### src/rtl/fft_pkg.sv
// Shared constants and types for the memory-based FFT control path.
//   BF_LATENCY  : butterfly datapath pipeline depth (cycles)
//   MEM_LATENCY : sample RAM / twiddle ROM synchronous read latency (cycles)
//   WB_DELAY    : cycles from read issue to write-back of the same pair
//   seq_state_e : sequencer FSM states
package fft_pkg;

  localparam int BF_LATENCY  = 3;
  localparam int MEM_LATENCY = 1;
  localparam int WB_DELAY    = BF_LATENCY + MEM_LATENCY;

  typedef enum logic [1:0] {
    S_IDLE  = 2'd0,
    S_ISSUE = 2'd1,
    S_DRAIN = 2'd2,
    S_DONE  = 2'd3
  } seq_state_e;

endpackage

### src/rtl/fft_wb_delay.sv
// Write-back delay line: carries {valid, addr0, addr1} from the read-issue
// cycle to the cycle the butterfly results appear.
// Ports:
//   clk_i, rst_ni      : clock, asynchronous active-low clear
//   vld_i, addr0_i/1_i : read issue strobe and operand address pair
//   vld_o, addr0_o/1_o : same values DEPTH cycles later (write strobe/addresses)
module fft_wb_delay #(
  parameter int AW    = 4,
  parameter int DEPTH = 4
) (
  input  logic          clk_i,
  input  logic          rst_ni,
  input  logic          vld_i,
  input  logic [AW-1:0] addr0_i,
  input  logic [AW-1:0] addr1_i,
  output logic          vld_o,
  output logic [AW-1:0] addr0_o,
  output logic [AW-1:0] addr1_o
);

  logic [DEPTH-1:0]         vld_pipe_q;
  logic [DEPTH-1:0][AW-1:0] a0_pipe_q;
  logic [DEPTH-1:0][AW-1:0] a1_pipe_q;

  // Entry 0 is loaded every cycle; entry DEPTH-1 is the output tap.
  always_ff @(posedge clk_i or negedge rst_ni) begin
    if (!rst_ni) begin
      vld_pipe_q <= '0;
      a0_pipe_q  <= '0;
      a1_pipe_q  <= '0;
    end else begin
      vld_pipe_q <= {vld_pipe_q[DEPTH-2:0], vld_i};
      a0_pipe_q  <= {a0_pipe_q[DEPTH-2:0], addr0_i};
      a1_pipe_q  <= {a1_pipe_q[DEPTH-2:0], addr1_i};
    end
  end

  assign vld_o   = vld_pipe_q[DEPTH-1];
  assign addr0_o = a0_pipe_q[DEPTH-1];
  assign addr1_o = a1_pipe_q[DEPTH-1];

endmodule

### src/rtl/fft_bf_sequencer.sv
// Address/control sequencer for the shared radix-2 DIT butterfly. Walks all
// LOG2N stages in place, issuing N/2 operand-pair reads plus twiddle address
// per stage, drains the butterfly pipeline between stages, and issues the
// matching write-backs WB_DELAY cycles after each read.
// Ports:
//   clk, rst (async, active low), start  : control inputs
//   busy, done                           : run status (done is a 1-cycle pulse)
//   rd_en, rd_addr0, rd_addr1, tw_addr   : operand read + twiddle ROM address
//   wr_en, wr_addr0, wr_addr1            : result write-back
//   stage                                : current stage index (debug)
// Optional build macro FFT_SEQ_INVERSE_EN adds input `inverse` (latched on
// start) and output `tw_conj` (held for the run) for IFFT operation.
module fft_bf_sequencer
  import fft_pkg::*;
#(
  parameter int LOG2N = 4,
  parameter int AW    = LOG2N,
  parameter int TW_AW = LOG2N - 1
) (
  input  logic             clk,
  input  logic             rst,
  input  logic             start,
  output logic             busy,
  output logic             done,
  output logic             rd_en,
  output logic [AW-1:0]    rd_addr0,
  output logic [AW-1:0]    rd_addr1,
  output logic [TW_AW-1:0] tw_addr,
  output logic             wr_en,
  output logic [AW-1:0]    wr_addr0,
  output logic [AW-1:0]    wr_addr1,
  output logic [LOG2N-1:0] stage
`ifdef FFT_SEQ_INVERSE_EN
  ,
  input  logic             inverse,
  output logic             tw_conj
`endif
);

  localparam int KW     = LOG2N - 1;
  localparam int HALF_N = 1 << (LOG2N - 1);
  localparam int DW     = $clog2(WB_DELAY + 1);

  localparam logic [KW-1:0]    K_LAST = KW'(HALF_N - 1);
  localparam logic [LOG2N-1:0] S_LAST = LOG2N'(LOG2N - 1);

  // Lower operand of butterfly k in stage s: the k-th index whose bit s is 0.
  function automatic logic [AW-1:0] pair_lo(input logic [KW-1:0] k,
                                            input logic [LOG2N-1:0] s);
    logic [AW-1:0] kk;
    logic [AW-1:0] j;
    kk = AW'(k);
    j  = kk & ((AW'(1) << s) - AW'(1));
    return ((kk >> s) << (s + 1'b1)) + j;
  endfunction

  function automatic logic [AW-1:0] pair_hi(input logic [KW-1:0] k,
                                            input logic [LOG2N-1:0] s);
    return pair_lo(k, s) + (AW'(1) << s);
  endfunction

  // Twiddle exponent j * N/(2*half), expressed as a shift of j.
  function automatic logic [TW_AW-1:0] tw_of(input logic [KW-1:0] k,
                                             input logic [LOG2N-1:0] s);
    logic [AW-1:0] j;
    j = AW'(k) & ((AW'(1) << s) - AW'(1));
    return TW_AW'(j << (LOG2N - 1 - int'(s)));
  endfunction

  seq_state_e       state_q;
  logic [KW-1:0]    k_q, k_d;
  logic [LOG2N-1:0] stage_q, stage_d;
  logic [DW-1:0]    drain_q;
  logic             busy_q, done_q, rd_en_q;
  logic [AW-1:0]    rd_addr0_q, rd_addr1_q, rd_addr0_d, rd_addr1_d;
  logic [TW_AW-1:0] tw_addr_q, tw_addr_d;
`ifdef FFT_SEQ_INVERSE_EN
  logic             tw_conj_q;
`endif

  // Index of the next read to issue, should the FSM decide to issue one.
  // In DRAIN on the last stage stage_d wraps past the end; the resulting
  // addresses are never loaded because the FSM goes to DONE instead.
  always_comb begin
    k_d     = k_q;
    stage_d = stage_q;
    unique case (state_q)
      S_IDLE: begin
        k_d     = '0;
        stage_d = '0;
      end
      S_ISSUE: k_d = k_q + 1'b1;
      S_DRAIN: begin
        k_d     = '0;
        stage_d = stage_q + 1'b1;
      end
      default: ;
    endcase
    rd_addr0_d = pair_lo(k_d, stage_d);
    rd_addr1_d = pair_hi(k_d, stage_d);
    tw_addr_d  = tw_of(k_d, stage_d);
  end

  always_ff @(posedge clk or negedge rst) begin
    if (!rst) begin
      state_q    <= S_IDLE;
      k_q        <= '0;
      stage_q    <= '0;
      drain_q    <= '0;
      busy_q     <= 1'b0;
      done_q     <= 1'b0;
      rd_en_q    <= 1'b0;
      rd_addr0_q <= '0;
      rd_addr1_q <= '0;
      tw_addr_q  <= '0;
`ifdef FFT_SEQ_INVERSE_EN
      tw_conj_q  <= 1'b0;
`endif
    end else begin
      unique case (state_q)
        S_IDLE: begin
          done_q <= 1'b0;
          if (start) begin
            state_q    <= S_ISSUE;
            busy_q     <= 1'b1;
            rd_en_q    <= 1'b1;
            k_q        <= k_d;
            stage_q    <= stage_d;
            rd_addr0_q <= rd_addr0_d;
            rd_addr1_q <= rd_addr1_d;
            tw_addr_q  <= tw_addr_d;
`ifdef FFT_SEQ_INVERSE_EN
            tw_conj_q  <= inverse;
`endif
          end
        end
        S_ISSUE: begin
          if (k_q == K_LAST) begin
            state_q <= S_DRAIN;
            rd_en_q <= 1'b0;
            drain_q <= DW'(WB_DELAY);
          end else begin
            k_q        <= k_d;
            rd_addr0_q <= rd_addr0_d;
            rd_addr1_q <= rd_addr1_d;
            tw_addr_q  <= tw_addr_d;
          end
        end
        S_DRAIN: begin
          // Last drain cycle coincides with the stage's final write-back, so
          // the next stage's first read lands one cycle after it.
          if (drain_q == DW'(1)) begin
            if (stage_q == S_LAST) begin
              state_q <= S_DONE;
              done_q  <= 1'b1;
            end else begin
              state_q    <= S_ISSUE;
              rd_en_q    <= 1'b1;
              k_q        <= k_d;
              stage_q    <= stage_d;
              rd_addr0_q <= rd_addr0_d;
              rd_addr1_q <= rd_addr1_d;
              tw_addr_q  <= tw_addr_d;
            end
          end else begin
            drain_q <= drain_q - 1'b1;
          end
        end
        S_DONE: begin
          state_q <= S_IDLE;
          done_q  <= 1'b0;
          busy_q  <= 1'b0;
        end
        default: state_q <= S_IDLE;
      endcase
    end
  end

  fft_wb_delay #(
    .AW    (AW),
    .DEPTH (WB_DELAY)
  ) u_wb_delay (
    .clk_i   (clk),
    .rst_ni  (rst),
    .vld_i   (rd_en_q),
    .addr0_i (rd_addr0_q),
    .addr1_i (rd_addr1_q),
    .vld_o   (wr_en),
    .addr0_o (wr_addr0),
    .addr1_o (wr_addr1)
  );

  assign busy     = busy_q;
  assign done     = done_q;
  assign rd_en    = rd_en_q;
  assign rd_addr0 = rd_addr0_q;
  assign rd_addr1 = rd_addr1_q;
  assign tw_addr  = tw_addr_q;
  assign stage    = stage_q;
`ifdef FFT_SEQ_INVERSE_EN
  assign tw_conj  = tw_conj_q;
`endif

endmodule
### config.mk
export PLATFORM = sky130hd
export DESIGN_NAME = fft_bf_sequencer
export DESIGN_NICKNAME = d
export VERILOG_FILES = /design/src/rtl/fft_pkg.sv /design/src/rtl/fft_wb_delay.sv /design/src/rtl/fft_bf_sequencer.sv
export SDC_FILE = /design/constraint.sdc
export NUM_CORES = 1
export LEC_CHECK = 0
export CAP_MARGIN = 20
export CORE_ASPECT_RATIO = 1.25
export CORE_MARGIN = 2
export CORE_UTILIZATION = 25
export CTS_CLUSTER_DIAMETER = 50
export DETAILED_ROUTE_END_ITERATION = 8
export SETUP_SLACK_MARGIN = 0.5
export SLEW_MARGIN = 5
export SYNTH_ARGS = -nofsm -noshare
export SYNTH_HDL_FRONTEND = slang
export SYNTH_SLANG_ARGS = --single-unit
### constraint.sdc
create_clock -name clk -period 5 [get_ports clk]
set_clock_uncertainty 0.05 [all_clocks]
set_input_delay 1 -clock clk [delete_from_list [all_inputs] [get_ports clk]]
set_output_delay 1 -clock clk [all_outputs]
set_load 0.01 [all_outputs]
==> results.md <==
- Max Cap Viol: 0
- Crit path DAT: 4.35 ns
- Main synth FF type: dfrtp_1
- R2R depth: 16
- Total core area: 11600 sq um
- Flops & latches, synth: just over 60
- Cell accounting for the most synthesized area: dfrtp_1
- RSZ-0062 raised after global routing: false
- Slew @ Worst Pin: around 0.78 ns
- Final min period: 4.21 ns
- Number of synthesized flops with an enable pin: 0
- Num CTS Buffers: 9
- Worst Hold Class: flip-flop to flip-flop
- Pin count of the biggest net entering global routing: 63
- Fin cells: 441
- Vias/cell: 4.64
- Synth-to-layout area growth: 24.5%
- Vias: 2048
- Detailed Route WL: 5900 microns
- Total iterations of the first detailed-routing run: 4
- Crit path max fanout: 9
- Syn_area_per_cell: 10.8 sq um
- Seq/Total Area, Yosys: a little over half
- Layout cells sized above 1: 9.57%
- Grt total ovfl: 0
- Leakage: 1.53 nW
- Die H: approximately 130 microns
- Yosys cell types: 52
- Net Count, Synth: roughly 300
- IO Port Bufs: 29
- I/O pin count: 30
- P per Cell Area: 345 nW/um^2
- Tot Pwr: 1.26 mW
- Worst VDD drop: about 0.15 mV
- Clk buf depth: 2
- Critical Path RT: 5.14 ns
- Status: completed
- Ys async rst share: 100%
- Root Driver: clkbuf_16
- Hpwl dp: 3990 microns
- Yosys top cell area share: 52.8%
- Worst-skew pair later-pin latency: about 0.33 ns
- H-tree Lvls: 3
- CTS tree: built
- Die area: 12600 sq um
- Clock sink total: 62
- Die W: roughly 100 microns
- Final hold violations: 0
- Most frequent cells after synthesis: 62 x dfrtp_1, 31 x nand2_1, 17 x ha_1, 17 x nor2_1, 16 x a21oi_1
- Antenna Nets Post-Route: 0
- Area contributors post-synth: dfrtp_1 53%, ha_1 7.2%, nand2_1 4.0%
- Drt drc: 0
- Clock slew seen by the registers of the worst setup and hold paths: about 0.06 ns
- Worst rel slew slack: slightly below 50%
- Fin nets: 320
- Fin area: 3660 sq um
- Synthesized area: 2940 sq um
- Synth Instances: between 200 and 300
- Avg WL per Cell: 13.4 microns
- # setup viols final: 0
- Count leader, synth: dfrtp_1
- Global-route wire length before repair: 9610 microns
- Area after DPL: approximately 3300 sq um
- Placed cell count: approximately 430
- GP Congestion: roughly 0.88
- Yosys warnings: 0
- Max Clk Rate: 238 MHz
- 1st-iter DRT viols: 90
- Vias in the first global route: 1993
- Worst Hold Depth: 0
- ANT cells: 0
- Critical path class: flip-flop to flip-flop
- CP startpoint kind: flip-flop
- Worst setup EP type: flip-flop
- Initial Util: roughly 25%
- Total negative slack: 0 ns
- Total GRT Usage: 9.74%
- Row cnt: between 40 and 50
- Final Cycle Share: approximately 84%
- Final number of max-transition violations: 0
- Antenna violations before repair: 0
-- timing repair --
item / 4_1_cts / 5_1_grt
setup buffers: 0 / 0
hold buffers: 0 / 0
endpoints found under the setup margin: 0 / 1
resized for setup: 0 / 3
-- metal layers --
metal	routed length (microns)	vias up	GRT usage [%]
met5	0	-	0
met4	110	0	3.82
met2	2870	50	15.5
li1	-	998	-
met3	291	10	3.58
met1	2630	990	12.0
-- worst max-delay path, cell delays in order, from the launching register on --
cell     delay [ns]
dfrtp_1        0.42
inv_1          0.09
ha_1           0.31
or4b_1         0.52
o22ai_1        0.19
and2b_1        0.26
inv_1          0.11
ha_1           0.33
nor2_2         0.18
fa_1           0.45
ha_1           0.30
a21o_1         0.15
a21oi_1        0.16
xor2_1         0.18
xnor2_1        0.15
xnor2_1        0.14
o21ai_1        0.07
-- where the power goes --
group	internal [mW]	total (mW)	switching (mW)
Sequential	0.503	0.503	0
Combinational	0.00645	0.0250	0.0186
Clock	0.494	0.734	0.240
Total	1.00	1.26	0.258
-- cell usage in the layout, fill, tap and decap left out, types with 2 or more instances in the layout --
master,netlist,layout
o21ai_1,9,9
xnor2_1,5,5
nand4_1,3,3
clkdlybuf4s50_1,0,28
o31ai_1,2,2
bufinv_16,0,3
o21ai_0,9,9
nand3_1,6,6
o22ai_1,3,3
inv_1,11,11
o41ai_1,2,2
a31oi_1,2,2
a21o_1,4,4
nor2b_1,4,4
nand2b_1,3,3
inv_6,0,2
ha_1,17,16
xor2_1,6,6
fa_1,2,2
nor3_1,6,6
a22o_1,3,3
nor3b_1,2,2
a21oi_1,16,16
buf_4,9,3
dfrtp_1,62,62
a22oi_1,3,3
clkbuf_16,0,9
nor2_1,17,16
or3_1,3,3
nand2_1,31,31
and3_1,2,2
-- path summary, 6_finish.rpt --
check / start / endpoint / slack (ns)
setup / recovery: state_q[0] / rd_addr1[3] / 0.79
hold / removal: u_wb_delay.vld_pipe_q[2] / u_wb_delay.vld_pipe_q[3] / 0.30
setup reg to reg: state_q[0] / rd_addr1[3] / 0.79
hold reg to reg: u_wb_delay.vld_pipe_q[2] / u_wb_delay.vld_pipe_q[3] / 0.30
max in group asynchronous: rst / u_wb_delay.addr1_o[0] / 3.61
min in group asynchronous: rst / u_wb_delay.vld_pipe_q[2] / 0.79
-- area by class of cell --
cell class	instances	area [sq um]
Clock inverter	7	128
Inverter	12	45.0
Fill cell	1181	7900
Tap cell	138	173
Timing Repair Buffer	32	308
Sequential cell	62	1550
Multi-Input combinational cell	181	1230
Clock buffer	9	225
-- stage by stage --
step / hold WS (ns) / utilization (%) / setup WS, ns
global route: 0.302 / 31.6 / 0.520
detailed placement: 0.285 / 28.5 / 0.630
global placement: 0.282 / 28.5 / 0.743
finish: 0.296 / 31.6 / 0.791
floorplan: 0.281 / - / 1.12
CTS: 0.297 / 31.6 / 0.606
-- sequential cells by signal, summed over array words and instances, names as in the netlist, 4 cells and up --
name                   count
rd_addr0                   4
u_wb_delay.a0_pipe_q      12
u_wb_delay.vld_pipe_q      4
rd_addr1                   4
u_wb_delay.addr0_o         4
u_wb_delay.addr1_o         4
stage                      4
u_wb_delay.a1_pipe_q      12
-- cell families after synthesis --
logic type	share of synthesized area [%]
compound gates	14.5
xor+xnor	3.28
fa+ha+maj	8.60
buf+inv	5.58
flops	52.8
mux	0.341
simple gates	14.9
Note: power is estimated with default switching activity, not from simulation.
